==> src/rtl/display_pkg.sv <==
// Shared display constants: coordinate width, screen border limits and
// sprite sizes used by the compositor and its neighbours.
package display_pkg;

   localparam int COORD_W_DEF         = 10;
   localparam int RIGHT_BOUNDARY_DEF  = 637;
   localparam int LEFT_BOUNDARY_DEF   = 3;
   localparam int TOP_BOUNDARY_DEF    = 3;
   localparam int BOTTOM_BOUNDARY_DEF = 477;

   localparam int PADDLE_W  = 10;
   localparam int PADDLE_H  = 46;
   localparam int BALL_SIZE = 8;

   // Width of a box index; never narrower than one bit.
   function automatic int hit_id_w(input int n);
      return (n > 1) ? $clog2(n) : 1;
   endfunction

endpackage

==> src/rtl/box_hit_stage.sv <==
// Strict-interior test of one pixel against one box. The far edges are
// formed at COORD_W+1 bits so a box hanging past the coordinate range
// cannot wrap around to the origin. A zero width or height never hits.
module box_hit_stage #(
   parameter int COORD_W = 10
) (
   input  logic [COORD_W-1:0] x,
   input  logic [COORD_W-1:0] y,
   input  logic [COORD_W-1:0] w,
   input  logic [COORD_W-1:0] h,
   input  logic               en,
   input  logic [COORD_W-1:0] x_pix,
   input  logic [COORD_W-1:0] y_pix,
   output logic               hit
);

   logic [COORD_W:0] x_end, y_end;

   // Interior comparison against all four edges.
   always_comb begin
      x_end = {1'b0, x} + {1'b0, w};
      y_end = {1'b0, y} + {1'b0, h};
      hit   = en
            && (x_pix > x) && ({1'b0, x_pix} < x_end)
            && (y_pix > y) && ({1'b0, y_pix} < y_end);
   end

endmodule

==> src/rtl/box_compositor.sv <==
// Box compositor: per-pixel hit test against N_BOXES rectangles plus the
// screen border, with a two-stage output pipeline. Box geometry is latched
// on frame_start and held for the frame; a pixel in the frame_start cycle
// sees the new geometry directly.
// Optional macro BOX_COLLISION_EN builds the per-frame overlap accumulator
// that drives collision_flags/collision_valid; otherwise both are tied to 0.
module box_compositor
   import display_pkg::*;
#(
   parameter int N_BOXES         = 3,
   parameter int COORD_W         = COORD_W_DEF,
   parameter int RIGHT_BOUNDARY  = RIGHT_BOUNDARY_DEF,
   parameter int LEFT_BOUNDARY   = LEFT_BOUNDARY_DEF,
   parameter int TOP_BOUNDARY    = TOP_BOUNDARY_DEF,
   parameter int BOTTOM_BOUNDARY = BOTTOM_BOUNDARY_DEF,
   localparam int HIT_W          = hit_id_w(N_BOXES)
) (
   input  logic                       clk,
   input  logic                       reset,
   input  logic                       frame_start,
   input  logic                       pix_valid,
   input  logic [COORD_W-1:0]         X_pix,
   input  logic [COORD_W-1:0]         Y_pix,
   input  logic [N_BOXES*COORD_W-1:0] box_x,
   input  logic [N_BOXES*COORD_W-1:0] box_y,
   input  logic [N_BOXES*COORD_W-1:0] box_w,
   input  logic [N_BOXES*COORD_W-1:0] box_h,
   input  logic [N_BOXES-1:0]         box_en,
   output logic                       out_valid,
   output logic                       draw,
   output logic [HIT_W-1:0]           hit_id,
   output logic                       border,
   output logic [N_BOXES-1:0]         collision_flags,
   output logic                       collision_valid
);

   localparam logic [COORD_W-1:0] LEFT_B   = COORD_W'(LEFT_BOUNDARY);
   localparam logic [COORD_W-1:0] RIGHT_B  = COORD_W'(RIGHT_BOUNDARY);
   localparam logic [COORD_W-1:0] TOP_B    = COORD_W'(TOP_BOUNDARY);
   localparam logic [COORD_W-1:0] BOTTOM_B = COORD_W'(BOTTOM_BOUNDARY);

   // Shadow geometry held across the frame.
   logic [N_BOXES*COORD_W-1:0] sx_q, sx_d, sy_q, sy_d, sw_q, sw_d, sh_q, sh_d;
   logic [N_BOXES-1:0]         sen_q, sen_d;
   // Geometry actually used this cycle (bypass on frame_start).
   logic [N_BOXES*COORD_W-1:0] ex, ey, ew, eh;
   logic [N_BOXES-1:0]         een;

   logic [N_BOXES-1:0] hit_raw;
   logic               border_raw;

   // Valid shift register: [0] = stage 1, [1] = stage 2.
   logic [1:0]         vld_q, vld_d;
   logic [N_BOXES-1:0] hit1_q, hit1_d;
   logic               border1_q, border1_d;
   logic               draw2_q, draw2_d, border2_q, border2_d;
   logic [HIT_W-1:0]   id2_q, id2_d;

   // Shadow update and bypass selection.
   always_comb begin
      sx_d  = sx_q;
      sy_d  = sy_q;
      sw_d  = sw_q;
      sh_d  = sh_q;
      sen_d = sen_q;
      if (frame_start) begin
         sx_d  = box_x;
         sy_d  = box_y;
         sw_d  = box_w;
         sh_d  = box_h;
         sen_d = box_en;
      end
      ex  = frame_start ? box_x  : sx_q;
      ey  = frame_start ? box_y  : sy_q;
      ew  = frame_start ? box_w  : sw_q;
      eh  = frame_start ? box_h  : sh_q;
      een = frame_start ? box_en : sen_q;
   end

   for (genvar g = 0; g < N_BOXES; g++) begin : g_box
      box_hit_stage #(.COORD_W(COORD_W)) u_hit (
         .x     (ex[g*COORD_W +: COORD_W]),
         .y     (ey[g*COORD_W +: COORD_W]),
         .w     (ew[g*COORD_W +: COORD_W]),
         .h     (eh[g*COORD_W +: COORD_W]),
         .en    (een[g]),
         .x_pix (X_pix),
         .y_pix (Y_pix),
         .hit   (hit_raw[g])
      );
   end

   // Stage-1 inputs: raw hits and border test.
   always_comb begin
      border_raw = (X_pix < LEFT_B) || (X_pix > RIGHT_B)
                || (Y_pix < TOP_B)  || (Y_pix > BOTTOM_B);
      hit1_d     = hit_raw;
      border1_d  = border_raw;
      vld_d      = {vld_q[0], pix_valid};
   end

   // Stage-2 inputs: priority pick and output gating by valid.
   always_comb begin
      id2_d = '0;
      for (int i = N_BOXES - 1; i >= 0; i--) begin
         if (hit1_q[i]) id2_d = HIT_W'(i);
      end
      if (!vld_q[0]) id2_d = '0;
      draw2_d   = vld_q[0] && ((|hit1_q) || border1_q);
      border2_d = vld_q[0] && border1_q;
   end

   // Shadow and pipeline registers.
   always_ff @(posedge clk) begin
      if (reset) begin
         sx_q      <= '0;
         sy_q      <= '0;
         sw_q      <= '0;
         sh_q      <= '0;
         sen_q     <= '0;
         vld_q     <= '0;
         hit1_q    <= '0;
         border1_q <= 1'b0;
         draw2_q   <= 1'b0;
         border2_q <= 1'b0;
         id2_q     <= '0;
      end else begin
         sx_q      <= sx_d;
         sy_q      <= sy_d;
         sw_q      <= sw_d;
         sh_q      <= sh_d;
         sen_q     <= sen_d;
         vld_q     <= vld_d;
         hit1_q    <= hit1_d;
         border1_q <= border1_d;
         draw2_q   <= draw2_d;
         border2_q <= border2_d;
         id2_q     <= id2_d;
      end
   end

   assign out_valid = vld_q[1];
   assign draw      = draw2_q;
   assign border    = border2_q;
   assign hit_id    = id2_q;

`ifdef BOX_COLLISION_EN
   logic [N_BOXES-1:0] hit2_q, hit2_d;
   logic [N_BOXES-1:0] acc_q, acc_d, flags_q, flags_d, new_bits;
   logic               cv_q, cv_d;

   // Overlap accumulation and per-frame transfer; an overlap landing in
   // the frame_start cycle belongs to the new frame.
   always_comb begin
      hit2_d   = vld_q[0] ? hit1_q : '0;
      new_bits = (vld_q[1] && |(hit2_q & (hit2_q - N_BOXES'(1)))) ? hit2_q : '0;
      acc_d    = acc_q | new_bits;
      flags_d  = flags_q;
      cv_d     = frame_start;
      if (frame_start) begin
         flags_d = acc_q;
         acc_d   = new_bits;
      end
   end

   // Collision registers.
   always_ff @(posedge clk) begin
      if (reset) begin
         hit2_q  <= '0;
         acc_q   <= '0;
         flags_q <= '0;
         cv_q    <= 1'b0;
      end else begin
         hit2_q  <= hit2_d;
         acc_q   <= acc_d;
         flags_q <= flags_d;
         cv_q    <= cv_d;
      end
   end

   assign collision_flags = flags_q;
   assign collision_valid = cv_q;
`else
   assign collision_flags = '0;
   assign collision_valid = 1'b0;
`endif

endmodule

==> config.mk <==
export PLATFORM = sky130hd
export DESIGN_NAME = box_compositor
export DESIGN_NICKNAME = d
export VERILOG_FILES = /design/src/rtl/display_pkg.sv /design/src/rtl/box_hit_stage.sv /design/src/rtl/box_compositor.sv
export SDC_FILE = /design/constraint.sdc
export NUM_CORES = 1
export LEC_CHECK = 0
export ABC_CLOCK_PERIOD_IN_PS = 13150
export CAP_MARGIN = 40
export CELL_PAD_IN_SITES_DETAIL_PLACEMENT = 1
export CELL_PAD_IN_SITES_GLOBAL_PLACEMENT = 1
export CORE_MARGIN = 2
export CORE_UTILIZATION = 45
export DETAILED_ROUTE_END_ITERATION = 10
export GPL_TIMING_DRIVEN = 0
export PLACE_DENSITY_LB_ADDON = 0.1
export SLEW_MARGIN = 0
export SYNTH_ARGS = -nofsm -noshare
export SYNTH_HDL_FRONTEND = slang
export SYNTH_SLANG_ARGS = --single-unit
==> constraint.sdc <==
create_clock -name clk -period 13.15 [get_ports clk]
set_input_delay 1.315 -clock clk [delete_from_list [all_inputs] [get_ports clk]]
set_output_delay 1.315 -clock clk [all_outputs]
set_load 0.01 [all_outputs]
==> results.json <==
{
  "initial_core_util_pct": 45.67,
  "crit_type": "input port to register",
  "synth_async_sr_flop_share_pct": 0,
  "synth_area_leaders": "dfxtp_1 (27%), ha_1 (22%), mux2_2 (7.5%)",
  "fin_setup_tns_ns": 0,
  "worstPathRequired_ns": 13.41,
  "place.gp.congestion": 0.8828,
  "synth_warnings": 0,
  "grt_overflow": 0,
  "crit_path_start_kind": "input port",
  "period_minus_slack_ns": 5.888,
  "vias": 8571,
  "slew-limit-headroom_pct": 49.56,
  "yosysTopAreaCell": "dfxtp_1",
  "firstDrtPassIters": 5,
  "antenna_found_initial": 0,
  "final_nets": 1573,
  "yosys.cell_types.count": 57,
  "endpoint_kind": "register",
  "status": "complete, no violations",
  "cts_made_buffers": 17,
  "die_h_um": 152.4,
  "setup_viol": 0,
  "final_cells": 1539,
  "core_area_mm2": 0.02169,
  "die_w_um": 152.4,
  "tightest_slew_ns": 0.7566,
  "fin_crit_sh_pct": 44.78,
  "finalHoldWorstSlack_ns": 0.4836,
  "post-route-drc-count": 0,
  "cts_resized": 0,
  "netlist_area_mm2": 0.009906,
  "h-tree-depth": 4,
  "ios": 156,
  "hold_violations": 0,
  "grt_setup_unrepaired": "no",
  "drive_above_1_share_pct": 9.611,
  "drtAntennaViolNets": 0,
  "dominantRegCellSynth": "dfxtp_1",
  "clock_sinks": 133,
  "grt_use_total_pct": 27.85,
  "ys_ff_latch": 133,
  "grt_max_degree": 17,
  "synthCells": 1073,
  "cts_tree": "done",
  "placed_cells": 1507,
  "rows": 54,
  "cts_max_path_buffers": 2,
  "grt_pass1_wl_um": 50290,
  "wire_per_inst_um": 20.62,
  "dpl.hpwl_um": 24260,
  "drv_slew": 0,
  "crit_fanout": 10,
  "syn2layout_area_growth_pct": 25.31,
  "hold_path.class": "register to register",
  "drt_iter0_drc": 425,
  "io_buffers": 149,
  "path_clk_slew_ns": 0.06,
  "grt_pass1_vias": 9155,
  "max_freq_ghz": 0.1698,
  "utilization_pct": 57.23,
  "synth-edff-count": 0,
  "synth_seq_area_share_pct": 26.88,
  "via_per_inst": 5.569,
  "root_buffer": "clkbuf_16",
  "worst_clock_skew_ns": 0.005162,
  "synthDominantCellAreaShare_pct": 26.88,
  "ctsHoldBuffers": 0,
  "drv_cap": 0,
  "wirelength_um": 31730,
  "diodes": 0,
  "leakage_nw": 5.842,
  "synth_area_per_cell_um2": 9.232,
  "post_cts_buffers": 0,
  "cp_data_arrival_time_ns": 6.15,
  "ir_drop_mv": 0.07692,
  "die_area_mm2": 0.02322,
  "p_per_area_mw_per_mm2": 114.3,
  "insertion_delay_ns": 0.43
}
-- routing by layer --
| layer | vias up | wire, um | track usage, % |
|---|---|---|---|
| li1 | 4178 | - | - |
| met1 | 4148 | 13700 | 34.28 |
| met2 | 203 | 15830 | 49.96 |
| met3 | 42 | 1565 | 4.977 |
| met4 | 0 | 638 | 7.566 |
| met5 | - | 0 | 0 |
-- where the power goes --
part	total (mW)	switching, mW	internal [mW]
Combinational	0.466	0.248	0.218
Clock	0.520	0.201	0.319
Sequential	0.432	0.00587	0.426
-- worst max-delay path, stage by stage --
cell       delay [ns]
buf_2            0.20
buf_2            0.37
buf_2            0.36
buf_4            0.32
mux2i_1          0.39
inv_1            0.16
fa_1             0.52
a211o_1          0.36
a211oi_2         0.25
o21bai_1         0.10
a21oi_1          0.18
xor2_1           0.18
ha_1             0.26
a22oi_1          0.18
o211ai_1         0.11
a21oi_1          0.18
a2111oi_2        0.11
a2111oi_1        0.61
-- stage by stage --
stage	instance area [um2]	setup slack, ns	power (mW)
after global placement	11760	6.938	0.8782
after detailed placement	11790	6.833	0.8979
final	12410	7.262	1.418
after global routing	12410	7.040	1.503
after floorplan	9917	8.097	0.7482
after CTS	12410	7.323	1.427
-- area by class of cell --
class	count	area [um2]
buffer	32	162.7
clock buffer	17	425.4
clock inverter	15	202.7
fill	2505	9275
inverter	73	274.0
multi-input combinational	838	6818
sequential	133	2663
tap	280	350.3
timing repair buffer	151	1518
-- Yosys cell counts (8+ instances only) --
cell type / n
mux2i_1: 58
nor3_1: 16
a21oi_1: 44
o21ai_0: 25
nor2b_1: 76
nand4_1: 14
clkbuf_1: 13
nand2_1: 30
nor2_1: 110
nor4_1: 8
xnor2_1: 16
buf_4: 9
inv_1: 73
nand3_1: 13
o211ai_1: 12
a21o_1: 34
mux2_2: 66
dfxtp_1: 133
a211oi_1: 14
ha_1: 174
xor2_1: 27
-- flip-flops by register name (all words and copies together) (netlist names) --
signal     flops
sh_q          30
sw_q          30
sx_q          30
sy_q          30
hit1_q         3
sen_q          3
hit_id         2
vld_q          2
border         1
border1_q      1
draw           1
-- worst paths after layout --
check	startpoint	to	slack, ns	cells after the start
worst min-delay path	border1_q$_SDFF_PP0_	border$_SDFF_PP0_	0.48	1
worst min register to register	border1_q$_SDFF_PP0_	border$_SDFF_PP0_	0.48	1
worst max register to register	sx_q[0]$_SDFF_PP0_	hit1_q[0]$_SDFF_PP0_	9.19	14
worst max-delay path	frame_start	hit1_q[0]$_SDFF_PP0_	7.26	18
-- cell families (layout without fill, tap and decap cells) --
kind of cell,Yosys count,count (layout),share of synthesized area [%]
compound gates,197,197,13.67
xor+xnor,43,43,3.802
fa+ha+maj,180,180,23.19
buf+inv,105,288,4.408
flops,133,133,26.88
mux,124,124,13.36
other cells,1,4,0.03786
simple gates,290,290,14.65
-- cells in the final DEF (no fill, tap or decap), drive strengths merged, types with 5 or more instances in the layout --
cell type and instances:
ha 174, clkdlybuf4s50 149, dfxtp 133, nor2 110
nor2b 76, inv 75, mux2 66, mux2i 58
a21oi 44, a21o 34, o21ai 32, nand2 30
clkbuf 30, xor2 27, buf 21, nor3 16
xnor2 16, a211oi 16, nand4 14, nand3 13
o211ai 12, nor4 8, a211o 7, o21a 7
o21bai 7, a31oi 7, clkinv 7, fa 6
and3 5, and4 5, nand2b 5
No activity file was read; power rests on OpenSTA's default activity.
